## config.mk

```make
export PLATFORM = sky130hd
export DESIGN_NAME = vga_pixel_fetch
export DESIGN_NICKNAME = d
export VERILOG_FILES = /design/src/rtl/vga_pixel_fetch.sv
export SDC_FILE = /design/constraint.sdc
export NUM_CORES = 1
export LEC_CHECK = 0
export CORE_MARGIN = 2
export CORE_UTILIZATION = 59
export DETAILED_ROUTE_END_ITERATION = 12
export HOLD_SLACK_MARGIN = 0.02
export MAX_ROUTING_LAYER = met4
export PLACE_DENSITY = 0.78
export SKIP_CTS_REPAIR_TIMING = 1
export SKIP_LAST_GASP = 1
export SLEW_MARGIN = 20
export SYNTH_ARGS = -nofsm -noshare
export SYNTH_HDL_FRONTEND = slang
export SYNTH_SLANG_ARGS = --single-unit
```

## constraint.sdc

```tcl
create_clock -name i_clk_25M -period 5.64 [get_ports i_clk_25M]
set_input_delay 1.128 -clock i_clk_25M [delete_from_list [all_inputs] [get_ports i_clk_25M]]
set_output_delay 1.128 -clock i_clk_25M [all_outputs]
set_load 0.02 [all_outputs]
```

## src/rtl/vga_pixel_fetch.sv

```systemverilog
// Prefetches RGB565 pixels from frame memory into a credit-managed FIFO and
// hands one expanded 24-bit pixel per request to the VGA timing stage.
module vga_pixel_fetch #(
    parameter int                H_ACT      = 640,
    parameter int                V_ACT      = 480,
    parameter int                ADDR_W     = 20,
    parameter logic [ADDR_W-1:0] BASE_ADDR  = {ADDR_W{1'b0}},
    parameter int                FIFO_DEPTH = 16
) (
    input  logic              i_clk_25M,
    input  logic              i_rst_n,
    input  logic              i_frame_start,
    input  logic              i_pix_req,
    output logic              o_rd_req,
    output logic [ADDR_W-1:0] o_rd_addr,
    input  logic              i_rd_ready,
    input  logic              i_rd_valid,
    input  logic [15:0]       i_rd_data,
    output logic [7:0]        o_VGA_R,
    output logic [7:0]        o_VGA_G,
    output logic [7:0]        o_VGA_B,
    output logic              o_underflow,
    output logic              o_frame_done
);
    localparam int TOTAL  = H_ACT * V_ACT;
    localparam int CNT_W  = $clog2(TOTAL + 1);
    localparam int PTR_W  = $clog2(FIFO_DEPTH);
    localparam int CRED_W = $clog2(FIFO_DEPTH + 1);
    localparam int DISC_W = CRED_W + 1;
    localparam logic [CNT_W-1:0]  LAST_ISSUE = CNT_W'(TOTAL - 1);
    localparam logic [CRED_W:0]   DEPTH_C    = (CRED_W + 1)'(FIFO_DEPTH);
    localparam logic [CRED_W-1:0] FULL_C     = CRED_W'(FIFO_DEPTH);

    typedef enum logic [1:0] {
        S_IDLE  = 2'd0,
        S_FETCH = 2'd1,
        S_DONE  = 2'd2
    } state_e;

    state_e            state_q, state_d;
    logic [CNT_W-1:0]  issue_q, issue_d;
    logic [ADDR_W-1:0] addr_q, addr_d;
    logic              rd_req_q, rd_req_d;
    logic [CRED_W-1:0] out_q, out_d;
    logic [DISC_W-1:0] disc_q, disc_d;
    logic [CRED_W-1:0] cnt_q, cnt_d;
    logic [PTR_W-1:0]  wr_ptr_q, wr_ptr_d;
    logic [PTR_W-1:0]  rd_ptr_q, rd_ptr_d;
    logic [7:0]        r_q, r_d, g_q, g_d, b_q, b_d;
    logic              underflow_q, underflow_d;
    logic              done_q, done_d;
    logic [15:0]       mem_q [FIFO_DEPTH];

    logic              accept_s, stale_s, push_s, pop_s, empty_s, full_s;
    logic [15:0]       pop_data_s;
    logic [DISC_W-1:0] inflight_s;

    assign accept_s   = rd_req_q & i_rd_ready;
    assign stale_s    = i_rd_valid & (disc_q != {DISC_W{1'b0}});
    assign push_s     = i_rd_valid & (disc_q == {DISC_W{1'b0}}) & ~i_frame_start;
    assign empty_s    = (cnt_q == {CRED_W{1'b0}});
    assign full_s     = (cnt_q == FULL_C);
    // An empty FIFO with a same-cycle return serves the returning word directly.
    assign pop_s      = i_pix_req & ~i_frame_start & (~empty_s | push_s);
    assign pop_data_s = empty_s ? i_rd_data : mem_q[rd_ptr_q];
    // Every word still owed by memory when a new frame starts belongs to the old frame.
    assign inflight_s = disc_q + DISC_W'(out_q) + DISC_W'(accept_s);

    // Next-state logic: frame control, issue/credit tracking, FIFO and pixel output.
    always_comb begin
        state_d     = state_q;
        issue_d     = issue_q;
        addr_d      = addr_q;
        out_d       = out_q;
        disc_d      = disc_q;
        cnt_d       = cnt_q;
        wr_ptr_d    = wr_ptr_q;
        rd_ptr_d    = rd_ptr_q;
        r_d         = r_q;
        g_d         = g_q;
        b_d         = b_q;
        underflow_d = underflow_q;
        done_d      = done_q;
        if (i_frame_start) begin
            state_d     = S_FETCH;
            issue_d     = {CNT_W{1'b0}};
            addr_d      = BASE_ADDR;
            out_d       = {CRED_W{1'b0}};
            cnt_d       = {CRED_W{1'b0}};
            wr_ptr_d    = {PTR_W{1'b0}};
            rd_ptr_d    = {PTR_W{1'b0}};
            underflow_d = 1'b0;
            done_d      = 1'b0;
            if (i_rd_valid && (inflight_s != {DISC_W{1'b0}})) begin
                disc_d = inflight_s - DISC_W'(1'b1);
            end else begin
                disc_d = inflight_s;
            end
        end else begin
            if (accept_s) begin
                addr_d  = addr_q + ADDR_W'(1'b1);
                issue_d = issue_q + CNT_W'(1'b1);
                if (issue_q == LAST_ISSUE) begin
                    state_d = S_DONE;
                    done_d  = 1'b1;
                end else begin
                    state_d = state_q;
                end
            end else begin
                addr_d = addr_q;
            end
            if (stale_s) begin
                disc_d = disc_q - DISC_W'(1'b1);
            end else begin
                disc_d = disc_q;
            end
            out_d    = out_q + CRED_W'(accept_s) - CRED_W'(push_s);
            cnt_d    = cnt_q + CRED_W'(push_s) - CRED_W'(pop_s);
            wr_ptr_d = wr_ptr_q + PTR_W'(push_s);
            rd_ptr_d = rd_ptr_q + PTR_W'(pop_s);
            if (pop_s) begin
                r_d = {pop_data_s[15:11], pop_data_s[15:13]};
                g_d = {pop_data_s[10:5], pop_data_s[10:9]};
                b_d = {pop_data_s[4:0], pop_data_s[4:2]};
            end else if (i_pix_req) begin
                r_d         = 8'h00;
                g_d         = 8'h00;
                b_d         = 8'h00;
                underflow_d = 1'b1;
            end else begin
                underflow_d = underflow_q;
            end
        end
        rd_req_d = (state_d == S_FETCH) &&
                   (((CRED_W + 1)'(cnt_d) + (CRED_W + 1)'(out_d)) < DEPTH_C);
    end

    // State and output registers.
    always_ff @(posedge i_clk_25M or negedge i_rst_n) begin
        if (!i_rst_n) begin
            state_q     <= S_IDLE;
            issue_q     <= {CNT_W{1'b0}};
            addr_q      <= BASE_ADDR;
            rd_req_q    <= 1'b0;
            out_q       <= {CRED_W{1'b0}};
            disc_q      <= {DISC_W{1'b0}};
            cnt_q       <= {CRED_W{1'b0}};
            wr_ptr_q    <= {PTR_W{1'b0}};
            rd_ptr_q    <= {PTR_W{1'b0}};
            r_q         <= 8'h00;
            g_q         <= 8'h00;
            b_q         <= 8'h00;
            underflow_q <= 1'b0;
            done_q      <= 1'b0;
        end else begin
            state_q     <= state_d;
            issue_q     <= issue_d;
            addr_q      <= addr_d;
            rd_req_q    <= rd_req_d;
            out_q       <= out_d;
            disc_q      <= disc_d;
            cnt_q       <= cnt_d;
            wr_ptr_q    <= wr_ptr_d;
            rd_ptr_q    <= rd_ptr_d;
            r_q         <= r_d;
            g_q         <= g_d;
            b_q         <= b_d;
            underflow_q <= underflow_d;
            done_q      <= done_d;
        end
    end

    // FIFO storage; contents are don't-care until written.
    always_ff @(posedge i_clk_25M) begin
        if (push_s) begin
            mem_q[wr_ptr_q] <= i_rd_data;
        end
    end

    vga_pixel_fetch_chk u_chk (
        .i_clk   (i_clk_25M),
        .i_rst_n (i_rst_n),
        .i_push  (push_s),
        .i_pop   (pop_s),
        .i_full  (full_s)
    );

    assign o_rd_req     = rd_req_q;
    assign o_rd_addr    = addr_q;
    assign o_VGA_R      = r_q;
    assign o_VGA_G      = g_q;
    assign o_VGA_B      = b_q;
    assign o_underflow  = underflow_q;
    assign o_frame_done = done_q;
endmodule

// Invariant checks for the prefetch FIFO.
module vga_pixel_fetch_chk (
    input logic i_clk,
    input logic i_rst_n,
    input logic i_push,
    input logic i_pop,
    input logic i_full
);
    a_no_overflow: assert property (@(posedge i_clk) disable iff (!i_rst_n)
        !(i_push && i_full && !i_pop));
endmodule

```

==> impl_results.html <==
<table>
<tr><th>Metric</th><th>Value</th></tr>
<tr><th colspan="2">STA</th></tr>
<tr><td>Crit path time final</td><td>4250 ps</td></tr>
<tr><td>Setup TNS</td><td>0 ps</td></tr>
<tr><td>Max Clock Freq</td><td>0.235 GHz</td></tr>
<tr><td>Clock tree skew after final layout</td><td>20.4 ps</td></tr>
<tr><td>Actual transition at the worst max-transition pin</td><td>1100 ps</td></tr>
<tr><td>Number of failing hold endpoints at the final stage</td><td>0</td></tr>
<tr><td>Worst slack on hold paths</td><td>503 ps</td></tr>
<tr><td>Share of the clock period used by the worst path after layout</td><td>0.754</td></tr>
<tr><td>Headroom to the max-slew limit</td><td>0.268</td></tr>
<tr><td>Unrepaired setup endpoints after global routing</td><td>no</td></tr>
<tr><td>Count of endpoints failing setup in the final report</td><td>0</td></tr>
<tr><td>Final number of max-transition violations</td><td>0</td></tr>
<tr><th colspan="2">Yosys</th></tr>
<tr><td>Synth Flop Type</td><td>edfxtp_1</td></tr>
<tr><td>Number of synthesized register bits</td><td>340</td></tr>
<tr><td>Largest family of logic cells by synthesized area</td><td>multiplexers</td></tr>
<tr><td>Synthesized-area fraction occupied by ao, oa, aoi and oai cells</td><td>0.0326</td></tr>
<tr><td>Fraction of the yosys area taken by sequential cells</td><td>0.672</td></tr>
<tr><td>Number of flops mapped to enable cells by yosys</td><td>256</td></tr>
<tr><td>Adder-cell share of the synthesized area</td><td>0.0304</td></tr>
<tr><td>Post-synthesis mux area share</td><td>0.136</td></tr>
<tr><td>Share of flip-flops with an asynchronous set or reset after synthesis</td><td>0.247</td></tr>
<tr><td>Synthesis warning total</td><td>0</td></tr>
<tr><td>Simple-gate portion of the synthesized area</td><td>0.0729</td></tr>
<tr><td>Post-synth net total</td><td>925</td></tr>
<tr><td>Xor/xnor cell area share of the yosys netlist</td><td>0.0313</td></tr>
<tr><td>Number of instances in the synthesized netlist</td><td>870</td></tr>
<tr><td>Area of the mapped netlist</td><td>0.0146 mm^2</td></tr>
<tr><td>Distinct cell type count after synthesis</td><td>49</td></tr>
<tr><td>Post-synthesis average cell area</td><td>16.7 um^2</td></tr>
<tr><th colspan="2">Critical path</th></tr>
<tr><td>Data required time at the worst endpoint</td><td>6080 ps</td></tr>
<tr><td>Library cell appearing most often on the critical path</td><td>ha_1</td></tr>
<tr><td>CP Class</td><td>input pin to register</td></tr>
<tr><td>CP Cell Sequence</td><td>clkdlybuf4s50_1 &gt; nand4_1 &gt; a21boi_0 &gt; ha_1 &gt; inv_1 &gt; ha_1 &gt; fa_1 &gt; a21oi_1 &gt; nor2_1 &gt; or3_1 &gt; a21oi_1 &gt; ha_1 &gt; nor3_1 &gt; and3_1</td></tr>
<tr><td>Sort of element at the end of the critical path</td><td>register</td></tr>
<tr><td>Type of origin of the critical path</td><td>input pin</td></tr>
<tr><td>Highest cell delay on the worst timing path</td><td>700 ps</td></tr>
<tr><td>Standard cell with the maximum stage delay on the critical path</td><td>clkdlybuf4s50_1</td></tr>
<tr><td>Data arrival, critical path</td><td>4690 ps</td></tr>
<tr><td>Largest fanout on the critical path</td><td>13</td></tr>
<tr><th colspan="2">Power and ir drop</th></tr>
<tr><td>Power per cell area</td><td>382 mW/mm^2</td></tr>
<tr><td>Total power after layout</td><td>6.35 mW</td></tr>
<tr><td>Static Leakage</td><td>5.85 nW</td></tr>
<tr><td>Peak ir drop on the vdd network</td><td>0.350 mV</td></tr>
<tr><th colspan="2">Clock network</th></tr>
<tr><td>CTS clk-pin slew, worst paths</td><td>50 ps</td></tr>
<tr><td>Clock tree from TritonCTS</td><td>done</td></tr>
<tr><td>Maximum clock path buffer count</td><td>3</td></tr>
<tr><td># H-tree levels</td><td>2</td></tr>
<tr><td>Cts bufs inserted</td><td>35</td></tr>
<tr><td>Latest clock arrival within the worst-skew pair</td><td>520 ps</td></tr>
<tr><td>CTS Root Cell</td><td>clkbuf_16</td></tr>
<tr><td>Clock Sink Count</td><td>340</td></tr>
<tr><th colspan="2">Drt</th></tr>
<tr><td>Number of vias in the routed layout</td><td>7,942</td></tr>
<tr><td>Initial detailed-routing violation count</td><td>883</td></tr>
<tr><td>Number of iterations in the first detailed-routing pass</td><td>5</td></tr>
<tr><td>DRT antenna net count</td><td>0</td></tr>
<tr><td>Routed length per instance</td><td>22.6 um</td></tr>
<tr><td>Routed via count divided by cell count</td><td>6.11</td></tr>
<tr><td>Routed wire length</td><td>29,300 um</td></tr>
<tr><td>Remaining routing DRC violations</td><td>0</td></tr>
<tr><th colspan="2">Cells and area</th></tr>
<tr><td>Cell Count, Final, Fillers Out</td><td>1,299</td></tr>
<tr><td>Layout-stage area growth over the synthesis result</td><td>14.3%</td></tr>
<tr><td>Commonest non-fill, non-tap cell in the layout</td><td>edfxtp_1</td></tr>
<tr><td>Multi-input gate area</td><td>0.00448 mm^2</td></tr>
<tr><td>Fraction of final layout cells with drive strength greater than 1</td><td>0.128</td></tr>
<tr><td>FF+latch area</td><td>0.00980 mm^2</td></tr>
<tr><td>Final net count</td><td>1,005</td></tr>
<tr><td>Fraction of the core area covered by cells at the end of the flow</td><td>0.686</td></tr>
<tr><td>Fill cells</td><td>1,582</td></tr>
<tr><td>Most frequent cells in the layout</td><td>edfxtp_1 (256), dfrtp_1 (82), nor2_1 (78)</td></tr>
<tr><td># diodes</td><td>0</td></tr>
<tr><th colspan="2">Global route</th></tr>
<tr><td>Global-route wire length before repair</td><td>46,000 um</td></tr>
<tr><td>Global Route Usage Sum</td><td>0.241</td></tr>
<tr><td>Pin count of the biggest net entering global routing</td><td>67</td></tr>
<tr><td>Via count of the first global-routing pass</td><td>8,129</td></tr>
<tr><td>Global-route congestion overflow total</td><td>0</td></tr>
<tr><td>Antenna violations before repair</td><td>0</td></tr>
<tr><th colspan="2">Floorplan</th></tr>
<tr><td>Die footprint</td><td>0.0260 mm^2</td></tr>
<tr><td>Vert. Die Dim</td><td>161 um</td></tr>
<tr><td>Core Footprint</td><td>0.0242 mm^2</td></tr>
<tr><td>Die W</td><td>161 um</td></tr>
<tr><td>Number of core rows</td><td>57</td></tr>
<tr><td>Number of top-level pins</td><td>69</td></tr>
<tr><td>Starting density of the core</td><td>0.601</td></tr>
<tr><th colspan="2">Placement</th></tr>
<tr><td>Cell count after placement</td><td>1,237</td></tr>
<tr><td>HPWL after detailed placement</td><td>16,500 um</td></tr>
<tr><td>GPL Wtd Cong</td><td>0.796</td></tr>
<tr><td>Number of buffers added on ports</td><td>68</td></tr>
<tr><th colspan="2">Run status</th></tr>
<tr><td>Result of the run</td><td>completed</td></tr>
<tr><th colspan="2">Min path</th></tr>
<tr><td>Classification of the worst-slack hold path</td><td>register to register</td></tr>
<tr><th colspan="2">Run</th></tr>
<tr><td>Max-capacitance violation count</td><td>0</td></tr>
</table>
## through the flow
stage / setup WS [ps] / instance area [um^2]
after global routing: 1110 / 16600
after CTS: 1390 / 16600
after floorplan: 1680 / 14600
final: 1390 / 16600
after global placement: 1020 / 15600
after detailed placement: 920 / 15600
## worst paths after layout
| check | start | endpoint | slack, ps | depth (start not counted) |
|---|---|---|---|---|
| max in group asynchronous | i_rst_n | rd_ptr_q[0] | 3950 | 2 |
| max reg2reg | disc_q[2] | o_rd_req | 1900 | 14 |
| min in group asynchronous | i_rst_n | o_VGA_R[2] | 520 | 1 |
| max | i_rd_valid | o_rd_req | 1390 | 14 |
| min | state_q[1] | state_q[1] | 500 | 2 |
| min reg2reg | state_q[1] | state_q[1] | 500 | 2 |
## sequential cells by signal, summed over array words and instances, names as in the netlist
register      cells
mem_q           256
o_rd_addr        20
issue_q          19
disc_q            6
o_VGA_G           6
cnt_q             5
o_VGA_B           5
o_VGA_R           5
out_q             5
rd_ptr_q          4
wr_ptr_q          4
state_q           2
o_frame_done      1
o_rd_req          1
o_underflow       1
## kinds of logic after synthesis
logic type      after synthesis
compound gates               81
fa+ha+maj                    33
mux                          81
simple gates                216
buf+inv                      67
xor+xnor                     52
flops                       340
## where the power goes
part           leakage (nW)  total (mW)  switching [mW]  internal, mW
registers              3.40        2.95           0.152          2.80
logic                  1.94        1.28           0.659         0.620
clock network         0.521        2.13           0.912          1.21
total                  5.85        6.35            1.72          4.63
## synthesized netlist by cell type, types with 10 or more instances
library cell  count  area [um^2]
nand2_1          24         90.1
edfxtp_1        256         7690
xor2_1           34          298
clkbuf_1         20         75.1
nor2b_1          22          138
nor2_1           90          338
nand4_1          14         87.6
o21ai_0          10         50.1
mux4_2           33          743
dfrtp_1          84         2100
nand3_1          19         95.1
ha_1             29          363
inv_1            20         75.1
a31oi_1          18          113
xnor2_1          18          158
a21oi_1          37          185
mux4_1           47         1230
## routing by layer
layer  part of all wire  routed length, um  track usage  vias to the layer above
met4              0.030                874       0.0824                        0
met3              0.072               2120       0.0411                       62
met2               0.50              14700        0.391                      300
met5                  0                  0            -                        -
li1                   -                  -            -                     3552
met1               0.40              11600        0.316                     4028
## worst max-delay path, delay by kind of cell
family,cells,cell delay [ps]
AOI/OAI and AO/OA,3,720
and+or+nand+nor,5,1060
adders and majority gates,4,1050
buffers and inverters,2,740
## cell type report
| type | instances | area share |
|---|---|---|
| multi-input cells | 463 | 0.269 |
| well taps | 324 | 0.0244 |
| inverters | 21 | 0.00474 |
| clock buffers | 45 | 0.0555 |
| repair buffers | 89 | 0.0499 |
| flip-flops and latches | 340 | 0.589 |
| clock inverters | 17 | 0.00759 |
No activity file was read; power rests on OpenSTA's default activity.
